### src/rtl/snoop_responder.sv
// snoop_responder
//   Snooping coherence responder for a 4-block cache owned by processor
//   PROC_ID. It accepts one bus transaction at a time and looks up the
//   addressed block. Snoops that hit an exclusive block force a writeback
//   that lasts WB_CYCLES cycles. The resulting block state is committed
//   when the transaction leaves COMMIT. The local requester can also
//   write block states directly.
//
// Ports
//   clock, reset_n         clock; asynchronous active-low reset
//   bus_valid/msg/src/idx  snooped transaction (msg: 000 none, 001 read miss,
//                          010 write miss, 011 invalidate, 1xx reserved)
//   bus_ready              transaction accepted this cycle if bus_valid
//   cpu_wr_en/index/state  local block-state write (00 I, 01 S, 10 E, 11 bad)
//   line_state             block i state in bits [2i+1:2i]
//   writeback_block        snoop-forced writeback in progress
//   wb_index               block being written back (0 when idle)
//   abort_access           pulse: requester must retry after the writeback
//   snoop_done             pulse: transaction committed
//   cpu_wr_conflict        pulse: local write dropped (block busy)
//   proto_error            sticky protocol-violation flag
module snoop_responder #(
  parameter logic [1:0]  PROC_ID   = 2'b00,
  parameter int unsigned WB_CYCLES = 4
) (
  input  logic       clock,
  input  logic       reset_n,
  input  logic       bus_valid,
  input  logic [2:0] bus_msg,
  input  logic [1:0] bus_src,
  input  logic [1:0] bus_index,
  output logic       bus_ready,
  input  logic       cpu_wr_en,
  input  logic [1:0] cpu_wr_index,
  input  logic [1:0] cpu_wr_state,
  output logic [7:0] line_state,
  output logic       writeback_block,
  output logic [1:0] wb_index,
  output logic       abort_access,
  output logic       snoop_done,
  output logic       cpu_wr_conflict,
  output logic       proto_error
);

  typedef enum logic [1:0] {
    IDLE   = 2'b00,
    WB     = 2'b01,
    COMMIT = 2'b10
  } state_t;

  localparam logic [2:0] MSG_RD_MISS = 3'b001;
  localparam logic [2:0] MSG_WR_MISS = 3'b010;
  localparam logic [2:0] MSG_INVAL   = 3'b011;

  localparam logic [1:0] ST_I = 2'b00;
  localparam logic [1:0] ST_S = 2'b01;
  localparam logic [1:0] ST_E = 2'b10;
  localparam logic [1:0] ST_BAD = 2'b11;

  state_t     state, state_nx;
  logic [1:0] blk [4];

  // The snoop decision is resolved at acceptance. Only its outcome is kept,
  // not the raw message and source.
  logic [1:0] lat_index;
  logic [1:0] lat_final;
  logic       lat_change;
  logic [3:0] wb_cnt;

  logic       accept;
  logic       relevant;
  logic [1:0] cur_state;
  logic [1:0] dec_final;
  logic       dec_wb;
  logic       dec_err;
  logic       busy_hit;
  logic       cpu_apply;

  // Snoop decision based on the registered state of the addressed block.
  always_comb begin
    accept    = bus_valid && (state == IDLE);
    cur_state = blk[bus_index];
    relevant  = (bus_src != PROC_ID) &&
                ((bus_msg == MSG_RD_MISS) || (bus_msg == MSG_WR_MISS) ||
                 (bus_msg == MSG_INVAL));
    dec_final = cur_state;
    dec_wb    = 1'b0;
    dec_err   = 1'b0;
    if (relevant) begin
      case (cur_state)
        ST_S: begin
          if (bus_msg != MSG_RD_MISS) dec_final = ST_I;
        end
        ST_E: begin
          case (bus_msg)
            MSG_RD_MISS: begin
              dec_final = ST_S;
              dec_wb    = 1'b1;
            end
            MSG_WR_MISS: begin
              dec_final = ST_I;
              dec_wb    = 1'b1;
            end
            default: begin
              // Invalidate on an exclusive block: another owner cannot exist.
              dec_final = ST_I;
              dec_err   = 1'b1;
            end
          endcase
        end
        default: ;
      endcase
    end
  end

  // Local writes to the block held by an in-flight snoop are dropped, so the
  // commit in COMMIT never collides with a local write to the same block.
  always_comb begin
    busy_hit  = (state != IDLE) && (cpu_wr_index == lat_index);
    cpu_apply = cpu_wr_en && !busy_hit && (cpu_wr_state != ST_BAD);
  end

  always_ff @(posedge clock or negedge reset_n) begin
    if (!reset_n) state <= IDLE;
    else          state <= state_nx;
  end

  always_comb begin
    state_nx        = state;
    bus_ready       = 1'b0;
    writeback_block = 1'b0;
    wb_index        = '0;
    snoop_done      = 1'b0;
    case (state)
      IDLE: begin
        bus_ready = 1'b1;
        if (accept) state_nx = dec_wb ? WB : COMMIT;
      end
      WB: begin
        writeback_block = 1'b1;
        wb_index        = lat_index;
        if (wb_cnt <= 4'd1) state_nx = COMMIT;
      end
      COMMIT: begin
        snoop_done = 1'b1;
        state_nx   = IDLE;
      end
      default: state_nx = IDLE;
    endcase
  end

  always_ff @(posedge clock or negedge reset_n) begin
    if (!reset_n) begin
      for (int unsigned i = 0; i < 4; i++) blk[i] <= '0;
      lat_index       <= '0;
      lat_final       <= '0;
      lat_change      <= 1'b0;
      wb_cnt          <= '0;
      abort_access    <= 1'b0;
      cpu_wr_conflict <= 1'b0;
      proto_error     <= 1'b0;
    end else begin
      abort_access    <= accept && dec_wb;
      cpu_wr_conflict <= cpu_wr_en && busy_hit;
      if ((cpu_wr_en && (cpu_wr_state == ST_BAD)) || (accept && dec_err))
        proto_error <= 1'b1;

      if (accept) begin
        lat_index  <= bus_index;
        lat_final  <= dec_final;
        lat_change <= (dec_final != cur_state);
        wb_cnt     <= dec_wb ? 4'(WB_CYCLES) : '0;
      end else if ((state == WB) && (wb_cnt != '0)) begin
        wb_cnt <= wb_cnt - 4'd1;
      end

      if (cpu_apply) blk[cpu_wr_index] <= cpu_wr_state;
      // Only changed blocks are rewritten, so that a local write accepted on
      // the same edge as a no-op snoop is not overwritten with a stale value.
      if ((state == COMMIT) && lat_change) blk[lat_index] <= lat_final;
    end
  end

  always_comb begin
    line_state = '0;
    for (int unsigned i = 0; i < 4; i++) line_state[2*i +: 2] = blk[i];
  end

endmodule
### config.mk
export PLATFORM = sky130hd
export DESIGN_NAME = snoop_responder
export DESIGN_NICKNAME = d
export VERILOG_FILES = /design/src/rtl/snoop_responder.sv
export SDC_FILE = /design/constraint.sdc
export NUM_CORES = 1
export LEC_CHECK = 0
export BUFFER_PORTS_ARGS = -buffer_cell sky130_fd_sc_hd__buf_2
export CORE_UTILIZATION = 28
export DETAILED_ROUTE_END_ITERATION = 6
export PLACE_DENSITY = 0.59
export SYNTH_ARGS = -nofsm -noshare
export SYNTH_HDL_FRONTEND = slang
export SYNTH_SLANG_ARGS = --single-unit
### constraint.sdc
create_clock -name clock -period 2.4 [get_ports clock]
set_clock_uncertainty 0.15 [all_clocks]
set_input_delay 0.24 -clock clock [delete_from_list [all_inputs] [get_ports clock]]
set_output_delay 0.24 -clock clock [all_outputs]
set_load 0.1 [all_outputs]
==> impl_results.md, run 1 <==
* Vias in the first global route at about 1.0k
* CTS buffer count at 3
* Crit Path Max Fanout at 3
* Total of max-cap violations at 0
* 1st-pass router iterations at 4
* Worst Path Buf+Inv at 1
* Largest net degree at the start of global routing at 23
* Starting Density at 0.2927
* Vias at 1173
* Synth warn at 0
* Clock latency on the worst-skew pair at 0.26 ns
* Post-synth top area share at 0.3982
* Area after DPL at 0.001608 mm2
* Final hold viol count at 0
* Via-per-instance ratio at 4.749
* Antenna violations before repair at 0
* Core Box Area at 0.004723 mm2
* Hold depth at 3
* Setup TNS Final at 0 ns
* Status: finished, final reports clean
* Ys flop type: dfrtp_1
* Synth Instances at 148
* Worst-path clk slew at 0.09 ns
* CP cell instances: mux4_2 > clkinv_1 > ha_1 > nor4_1 > o21bai_1 > mux2_2
* Fin nets at 201
* WL per Instance at 13.72 um
* RSZ-0062 raised after global routing: false
* Asr flop ratio synth at 1.000
* Required @ worst endpoint at 2.46 ns
* I/O Buffers at 30
* Top cells by area, synth: dfrtp_1, nand2_1, ha_1, mux4_2, a31oi_1
* Yosys reg bits at 22
* Syn nets at between 150 and 200
* R2R setup slack at between 0.15 and 0.2 ns
* First-pass GRT wire length at 5340 um
* Hpwl dp at 2656 um
* Final WL at 3390 um
* Final setup fails at 0
* Mapped cell area at 0.001383 mm2
* DRC at 0
* CP Data Arrival Time at 2.30 ns
* Setup CP Type: flop to flop
* Share of layout cells above drive strength 1 at 0.2944
* R2R cell count at 6
* Cell family with most CP delay: multiplexers
* All-Layer GR Usage at 0.1344
* Slew Limit Headroom at 0.6046
* # fillers at 510
* Std cell rows at 25
* CP peak stage delay at about 0.50 ns
* Fin. max-slew vios at 0
* Max clock buf depth at 2
* RD Place Congestion at roughly 0.8
* Slowest-stage cell, CP: mux4_2
* Worst-Margin Slew at 0.5851 ns
* Final min period at 2.243 ns
* Cell area power density at 1214 mW/mm2
* EDFF count, synth at 0
* CTS root buffer: clkbuf_8
* Final ANT Viol Nets at 0
* RR Endpoint: lat_final[0]
* Synth top cells by count: nand2_1, dfrtp_1, nor2_1, inv_1
* Drt initial violations at 77
* Post-Route Hold Slack at 0.09062 ns
* Clock Sinks at 22
* CTS H-tree depth at 1
* Die ar. at 0.005223 mm2
* Setup crit end kind: flop
* Post-synthesis sequential area ratio at 0.3982
* Post-layout util at 0.3531
* Final Cycle Share at 0.9347
* Min-Delay Path Class: input pin to flop
* Hold_sp: bus_index[0]
* Max Clk Rate at 445.8 MHz
* CP Launch Type: flop
* VDD IR-drop max at 0.5240 mV
* Critical R2R Launch: line_state[4]
* Antenna Cells at 0
* Die Span Y at between 70 and 80 um
* Synth-to-layout area growth at 20.63%
* Congestion Overflow GR at 0
* Yosys top cell by area: dfrtp_1
* Worst min-delay path endpoint: lat_index[0]
* Distinct cells, synth at 45
* # IOs at 31
* Lkg Pwr at just over 0.7 nW
* Post-route cell area at ~0.0017 mm2
* Avg Inst Size Synth at just over 9 um2
* Die W at 72.27 um
* TritonCTS clock tree: built
* Most common cell in the netlist: nand2_1
-- placed cells by master (no fill, tap or decap), types with 2 or more instances in the layout --
cell type | Yosys | final
clkbuf_8 | 0 | 3
a311oi_2 | 2 | 2
xor2_1 | 2 | 2
dfrtp_1 | 22 | 14
o211ai_1 | 4 | 4
o21ai_1 | 3 | 3
mux2_2 | 2 | 2
o21bai_1 | 3 | 3
o311ai_1 | 2 | 2
and2_1 | 7 | 6
nor2b_1 | 3 | 3
ha_1 | 5 | 5
buf_2 | 1 | 30
xnor2_1 | 4 | 4
nand2_1 | 27 | 27
dfrtp_2 | 0 | 8
inv_1 | 9 | 9
nand2b_1 | 2 | 2
o22a_1 | 2 | 2
nor2_1 | 10 | 10
a21oi_1 | 3 | 3
o21ai_0 | 2 | 2
a31oi_1 | 7 | 7
mux4_2 | 2 | 2
-- cell families after synthesis --
| logic type | Yosys count | synth area share |
|---|---|---|
| AND/OR/NAND/NOR | 60 | 0.2254 |
| AO/OA/AOI/OAI | 36 | 0.1928 |
| flip-flops | 22 | 0.3982 |
| buffers and inverters | 14 | 0.04433 |
| XOR/XNOR | 6 | 0.03801 |
| multiplexers | 5 | 0.05611 |
| adder cells (fa/ha/maj) | 5 | 0.04525 |
-- worst reg2reg max path: cells and delay by family, from the launching register on --
kind / cells / cell delay [ns]
buf+inv: 1 / 0.10
fa+ha+maj: 1 / 0.25
flops: 1 / 0.43
simple gates: 1 / 0.43
compound gates: 1 / 0.17
mux: 2 / 0.65
-- flip-flops by register name (all words and copies together) (netlist names) --
signal           flops
state                2
lat_index            2
line_state           8
wb_cnt               4
lat_final            2
cpu_wr_conflict      1
lat_change           1
abort_access         1
proto_error          1
-- worst max path at each step --
stage	slack [ns]	cells past startpoint	end	from
floorplan	-0.07	6	lat_final[0]	line_state[6]
global placement	0.12	7	lat_final[0]	bus_index[0]
detailed placement	0.08	7	lat_final[0]	bus_index[0]
CTS	0.07	6	lat_final[0]	line_state[4]
global route	0.05	6	lat_final[0]	line_state[6]
finish	0.16	6	lat_final[0]	line_state[4]
-- timing repair --
item / CTS / global route
setup buffers: 0 / 0
hold buffers: 1 / 0
endpoints found under the hold margin: 22 / 0
endpoints found under the setup margin: 0 / 2
gates resized for setup: 0 / 1
-- layout make-up --
cell class              count  area (um2)  share of cell area
clock buffers               4       45.04             0.02701
inverters                  11       41.29             0.02476
multi-input cells         112       777.0              0.4659
flip-flops and latches     22       560.5              0.3361
well taps                  67       83.83             0.05026
repair buffers             31       160.2             0.09602
-- stage by stage --
| step | worst slack, ns | instances | power, mW |
|---|---|---|---|
| after floorplan | -0.06673 | 148 | 1.549 |
| after global placement | 0.1152 | 242 | 1.775 |
| after detailed placement | 0.08449 | 242 | 1.782 |
| after CTS | 0.07447 | 247 | 2.025 |
| after global routing | 0.05104 | 247 | 2.138 |
| final | 0.1566 | 247 | 2.024 |
-- power breakdown --
group	total [mW]	internal, mW	switching (mW)
combinational	1.15	0.259	0.889
sequential	0.629	0.501	0.128
clock	0.248	0.119	0.129
total	2.02	0.878	1.15
-- metal layers --
layer	track usage	part of all wire
met5	0	0
met4	0.03268	0.0062
met3	0.02917	0.060
met2	0.2066	0.45
met1	0.1920	0.48
(Power assumes the default switching activity.)
==> run 2, diff against run 1 <==
--- a/config.mk
+++ b/config.mk
@@ -11,2 +11,3 @@
 export PLACE_DENSITY = 0.59
+export SLEW_MARGIN = 5
 export SYNTH_ARGS = -nofsm -noshare
==> constraint.sdc (replaced) <==
create_clock -name clock -period 2.4 [get_ports clock]
set_clock_uncertainty 0.15 [all_clocks]
set_input_delay 0.36 -clock clock [delete_from_list [all_inputs] [get_ports clock]]
set_output_delay 0.36 -clock clock [all_outputs]
set_load 0.1 [all_outputs]
==> impl_results.md, run 2 (synthesis gave the netlist of run 1 again) <==
* DRC at 0
* RD Place Congestion at around 0.81
* VDD IR-drop max at 0.6079 mV
* Std cell rows at 25
* Crit Path Max Fanout at 3
* Hpwl dp at 2601 um
* Setup CP Type: flop to flop
* Final setup fails at 0
* Vias in the first global route at about 1.1k
* Slew Limit Headroom at 0.5898
* Share of layout cells above drive strength 1 at 0.3149
* Post-layout util at 0.3592
* Final ANT Viol Nets at 0
* I/O Buffers at 30
* Final min period at 2.325 ns
* Setup Buffers After CTS at 0
* # IOs at 31
* Min-Delay Path Class: input pin to flop
* Post-route cell area at 0.001697 mm2
* RSZ-0062 raised after global routing: false
* Area after DPL at roughly 0.0016 mm2
* Setup TNS Final at 0 ns
* Most frequent cells in the layout: buf_2, nand2_1, dfrtp_1, nor2_1, inv_1
* CTS H-tree depth at 1
* Die W at 72.27 um
* Starting Density at 0.2927
* Die Span Y at 72.27 um
* Max Clk Rate at 430.0 MHz
* Slowest-stage cell, CP: mux4_2
* Status: finished, final reports clean
* First-pass GRT wire length at 5395 um
* Congestion Overflow GR at 0
* WL per Instance at 13.38 um
* Fin nets at just over 200
* CTS buffer count at 3
* TritonCTS clock tree: built
* Fin. max-slew vios at 0
* All-Layer GR Usage at 0.1334
* Final Cycle Share at 0.9689
* CP peak stage delay at 0.52 ns
* Cell area power density at about 1200 mW/mm2
* CP cell instances: mux4_2 > clkinv_1 > ha_1 > nor4_1 > o21bai_1 > mux2_2
* Vias at approximately 1.2k
* Lkg Pwr at 0.7123 nW
* CTS root buffer: clkbuf_8
* Clock latency on the worst-skew pair at 0.26 ns
* Synth-to-layout area growth at 22.72%
* Worst-path clk slew at 0.08 ns
* Required @ worst endpoint at 2.46 ns
* Core Box Area at 0.004723 mm2
* Max FFs per register at 8
* Final WL at around 3300 um
* Worst-Margin Slew at 0.6140 ns
* Total of max-cap violations at 0
* CP Data Arrival Time at roughly 2.4 ns
* Max clock buf depth at 2
* Commonest non-fill, non-tap cell in the layout: buf_2
* Largest net degree at the start of global routing at 23
* Via-per-instance ratio at between 4 and 5
* Die ar. at 0.005223 mm2
* Clock Sinks at 22
* Antenna Cells at 0
* Antenna violations before repair at 0
* Setup crit end kind: flop
* Final hold viol count at 0
* 1st-pass router iterations at 4
* Drt initial violations at 79
* CP Launch Type: flop
[run 2: critical path, delay by kind of cell (launching register included)]
| family | cells | cell delay, ns |
|---|---|---|
| multiplexers | 2 | 0.67 |
| AO/OA/AOI/OAI | 1 | 0.17 |
| AND/OR/NAND/NOR | 1 | 0.43 |
| buffers and inverters | 1 | 0.10 |
| adder cells (fa/ha/maj) | 1 | 0.25 |
| flip-flops | 1 | 0.50 |
[run 2: worst paths after layout]
check                               from              end  slack (ns)  cells past startpoint
setup / recovery           line_state[4]     lat_final[0]        0.07                      6
hold / removal              bus_index[1]     lat_index[1]        0.20                      3
setup reg to reg           line_state[4]     lat_final[0]        0.07                      6
hold reg to reg              proto_error      proto_error        0.35                      2
max in group asynchronous        reset_n    line_state[6]        1.27                      2
min in group asynchronous        reset_n  cpu_wr_conflict        0.44                      2
[run 2: metal layers]
metal | vias up | wire (um) | share of wire | track usage
li1 | 590 | - | - | -
met1 | 546 | 1730 | 0.52 | 0.1965
met2 | 27 | 1440 | 0.43 | 0.2025
met3 | 4 | 107 | 0.032 | 0.01250
met4 | 0 | 39 | 0.012 | 0.04793
met5 | - | 0 | 0 | 0
[run 2: timing repair]
action / CTS / global route
gates resized for setup: 0 / 1
hold endpoints to repair: 22 / 0
hold buffers: 1 / 0
endpoints found under the setup margin: 0 / 2
[run 2: metrics by stage]
step,std cells,power [mW],setup slack [ns],hold WS [ns]
6_report,248,2.063,0.07457,0.1968
5_1_grt,248,2.164,0.02357,0.2247
4_1_cts,248,2.067,0.09571,0.1947
3_5_place_dp,243,1.788,0.09248,0.2191
3_3_place_gp,243,1.788,0.06848,0.2183
2_1_floorplan,148,1.561,-0.05635,-0.08559
[run 2: power by group]
group	internal [mW]	switching (mW)
logic	0.266	0.883
registers	0.509	0.134
clock network	0.146	0.124
[run 2: cell type report]
class / count / area (um2)
clock buffers: 4 / 55.05
well taps: 67 / 83.83
inverters: 11 / 45.04
multi-input cells: 112 / 779.5
repair buffers: 32 / 167.7
fillers: 476 / 3027
flip-flops and latches: 22 / 565.5
==> run 3, diff against run 2 <==
BUFFER_PORTS_ARGS = -buffer_cell sky130_fd_sc_hd__clkbuf_2   (was -buffer_cell sky130_fd_sc_hd__buf_2)
CELL_PAD_IN_SITES_DETAIL_PLACEMENT = 1   (was not set)
CELL_PAD_IN_SITES_GLOBAL_PLACEMENT = 1   (was not set)
CTS_CLUSTER_DIAMETER = 60   (was not set)
PLACE_DENSITY = 0.7   (was 0.59)
==> impl_results.md, run 3 (synthesis gave the netlist of run 1 again) <==
* Clock latency on the worst-skew pair at 0.27 ns
* Hold depth at 3
* Vias in the first global route at 1322
* Commonest non-fill, non-tap cell in the layout: clkbuf_2
* Cell area power density at 1253 mW/mm2
* Fin. max-slew vios at 0
* Hpwl dp at 2872 um
* R2R setup slack at 0.08 ns
* CTS root buffer: clkbuf_8
* Lkg Pwr at 0.7260 nW
* Worst Path Buf+Inv at 1
* Slowest-stage cell, CP: mux4_2
* Required @ worst endpoint at 2.46 ns
* CP Data Arrival Time at 2.37 ns
* RD Place Congestion at 0.8063
* Worst-Margin Slew at 0.6549 ns
* I/O Buffers at 30
* Layout Cells excl Fill at around 250
* CP cell instances: mux4_2 > clkinv_1 > ha_1 > nor4_2 > o21bai_1 > mux2_2
* R2R cell count at 6
* Die ar. at roughly 0.0052 mm2
* Share of layout cells above drive strength 1 at 0.3242
* VDD IR-drop max at 0.7355 mV
* Cell family with most CP delay: multiplexers
* TritonCTS clock tree: built
* Final hold viol count at 0
* Critical R2R Launch: line_state[6]
* Final min period at 2.315 ns
* Crit Path Max Fanout at 3
* Clock Sinks at 22
* RR Endpoint: lat_final[0]
* Setup crit end kind: flop
* Setup Buffers After CTS at 0
* Multi-input logic area at 785.8 um2
* Antenna Cells at 0
* DRC at 0
* CTS H-tree depth at 1
* Crit path launch: line_state[6]
* Die Span Y at 72.27 um
* Post-layout util at 0.3661
* Worst-path clk slew at 0.09 ns
* Tot Pwr at 2.166 mW
* Final WL at roughly 3800 um
* Max FFs per register at 8
* Drt initial violations at 34
* CP peak stage delay at 0.54 ns
* CP Launch Type: flop
* Std cell rows at 25
* WL per Instance at 15.10 um
* Max clock buf depth at 2
* Max Clk Rate at 431.9 MHz
* # fillers at 567
* CTS buffer count at 3
* All-Layer GR Usage at 0.1582
* CP endpoint: lat_final[0]
* Largest net degree at the start of global routing at 23
* Status: finished, final reports clean
* Via-per-instance ratio at ~5
* Total of max-cap violations at 0
* Final setup fails at 0
* Antenna violations before repair at 0
* Congestion Overflow GR at 0
* Fin nets at 203
* Final Cycle Share at 0.9647
* First-pass GRT wire length at 6327 um
* Setup CP Type: flop to flop
* Final ANT Viol Nets at 0
* Most frequent cells in the layout: clkbuf_2, nand2_1, dfrtp_1, nor2_1, inv_1
* # IOs at 31
* Synth-to-layout area growth at 25.07%
* Post-Route Hold Slack at 0.2153 ns
* Total stage count of the critical path at 6
* Starting Density at 0.2927
* Dpl cells at 244
* Min-Delay Path Class: input pin to flop
* Slew Limit Headroom at 0.5625
* Core Box Area at 0.004723 mm2
* Die W at about 72 um
* 1st-pass router iterations at 4
* Register area at between 500 and 600 um2
* Vias at about 1.2k
* Setup TNS Final at 0 ns
run 3: cell types whose count changed in the layout (fill, tap and decap cells not counted), sizes merged:
| cell | previous run | this run |
|---|---|---|
| buf | 31 | 3 |
| bufinv | 0 | 1 |
| clkbuf | 4 | 32 |
run 3: worst reg2reg max path: stages (launching register included):
cell and delay, ns:
dfrtp_4 0.49, mux4_2 0.54, clkinv_1 0.11, ha_1 0.27, nor4_2 0.37, o21bai_1 0.16, mux2_2 0.15
run 3: cell type report:
type,instances,share of cell area
repair buffers,33,0.1027
multi-input cells,112,0.4544
inverters,11,0.02605
clock buffers,3,0.02388
clock inverters,1,0.01737
well taps,67,0.04848
flip-flops and latches,22,0.3271
run 3: through the flow:
| step | worst slack [ns] | cell area, um2 |
|---|---|---|
| after floorplan | -0.05635 | 1405 |
| final | 0.08471 | 1729 |
| after detailed placement | 0.05170 | 1637 |
| after CTS | 0.07220 | 1724 |
| after global placement | 0.08636 | 1637 |
| after global routing | -0.01169 | 1729 |
run 3: how the worst min path moves through the flow:
stage,startpoint,end,slack [ns]
finish,bus_index[0],lat_index[0],0.22
global placement,reset_n,cpu_wr_conflict,0.24
floorplan,reset_n,abort_access,-0.09
global route,cpu_wr_en,cpu_wr_conflict,0.22
CTS,bus_index[1],lat_index[1],0.21
detailed placement,reset_n,cpu_wr_conflict,0.25
run 3: repair_timing:
| item | in CTS | in global routing |
|---|---|---|
| setup endpoints to repair | 1 | 2 |
| pin swaps | 0 | 1 |
| cloned | 0 | 0 |
| hold buffers | 1 | 0 |
| hold endpoints to repair | 22 | 0 |
| resized for setup | 1 | 1 |
run 3: power by group:
group          internal, mW  switching, mW  total (mW)
clock network         0.223          0.127       0.350
logic                 0.267          0.912        1.18
registers             0.509          0.129       0.638
run 3: routing by layer:
| metal | track usage | vias to the layer above | share of wire |
|---|---|---|---|
| met5 | 0 | - | 0 |
| met4 | 0.03922 | 0 | 0.012 |
| met3 | 0.03194 | 4 | 0.032 |
| met2 | 0.2762 | 24 | 0.50 |
| met1 | 0.1995 | 599 | 0.46 |
| li1 | - | 591 | - |
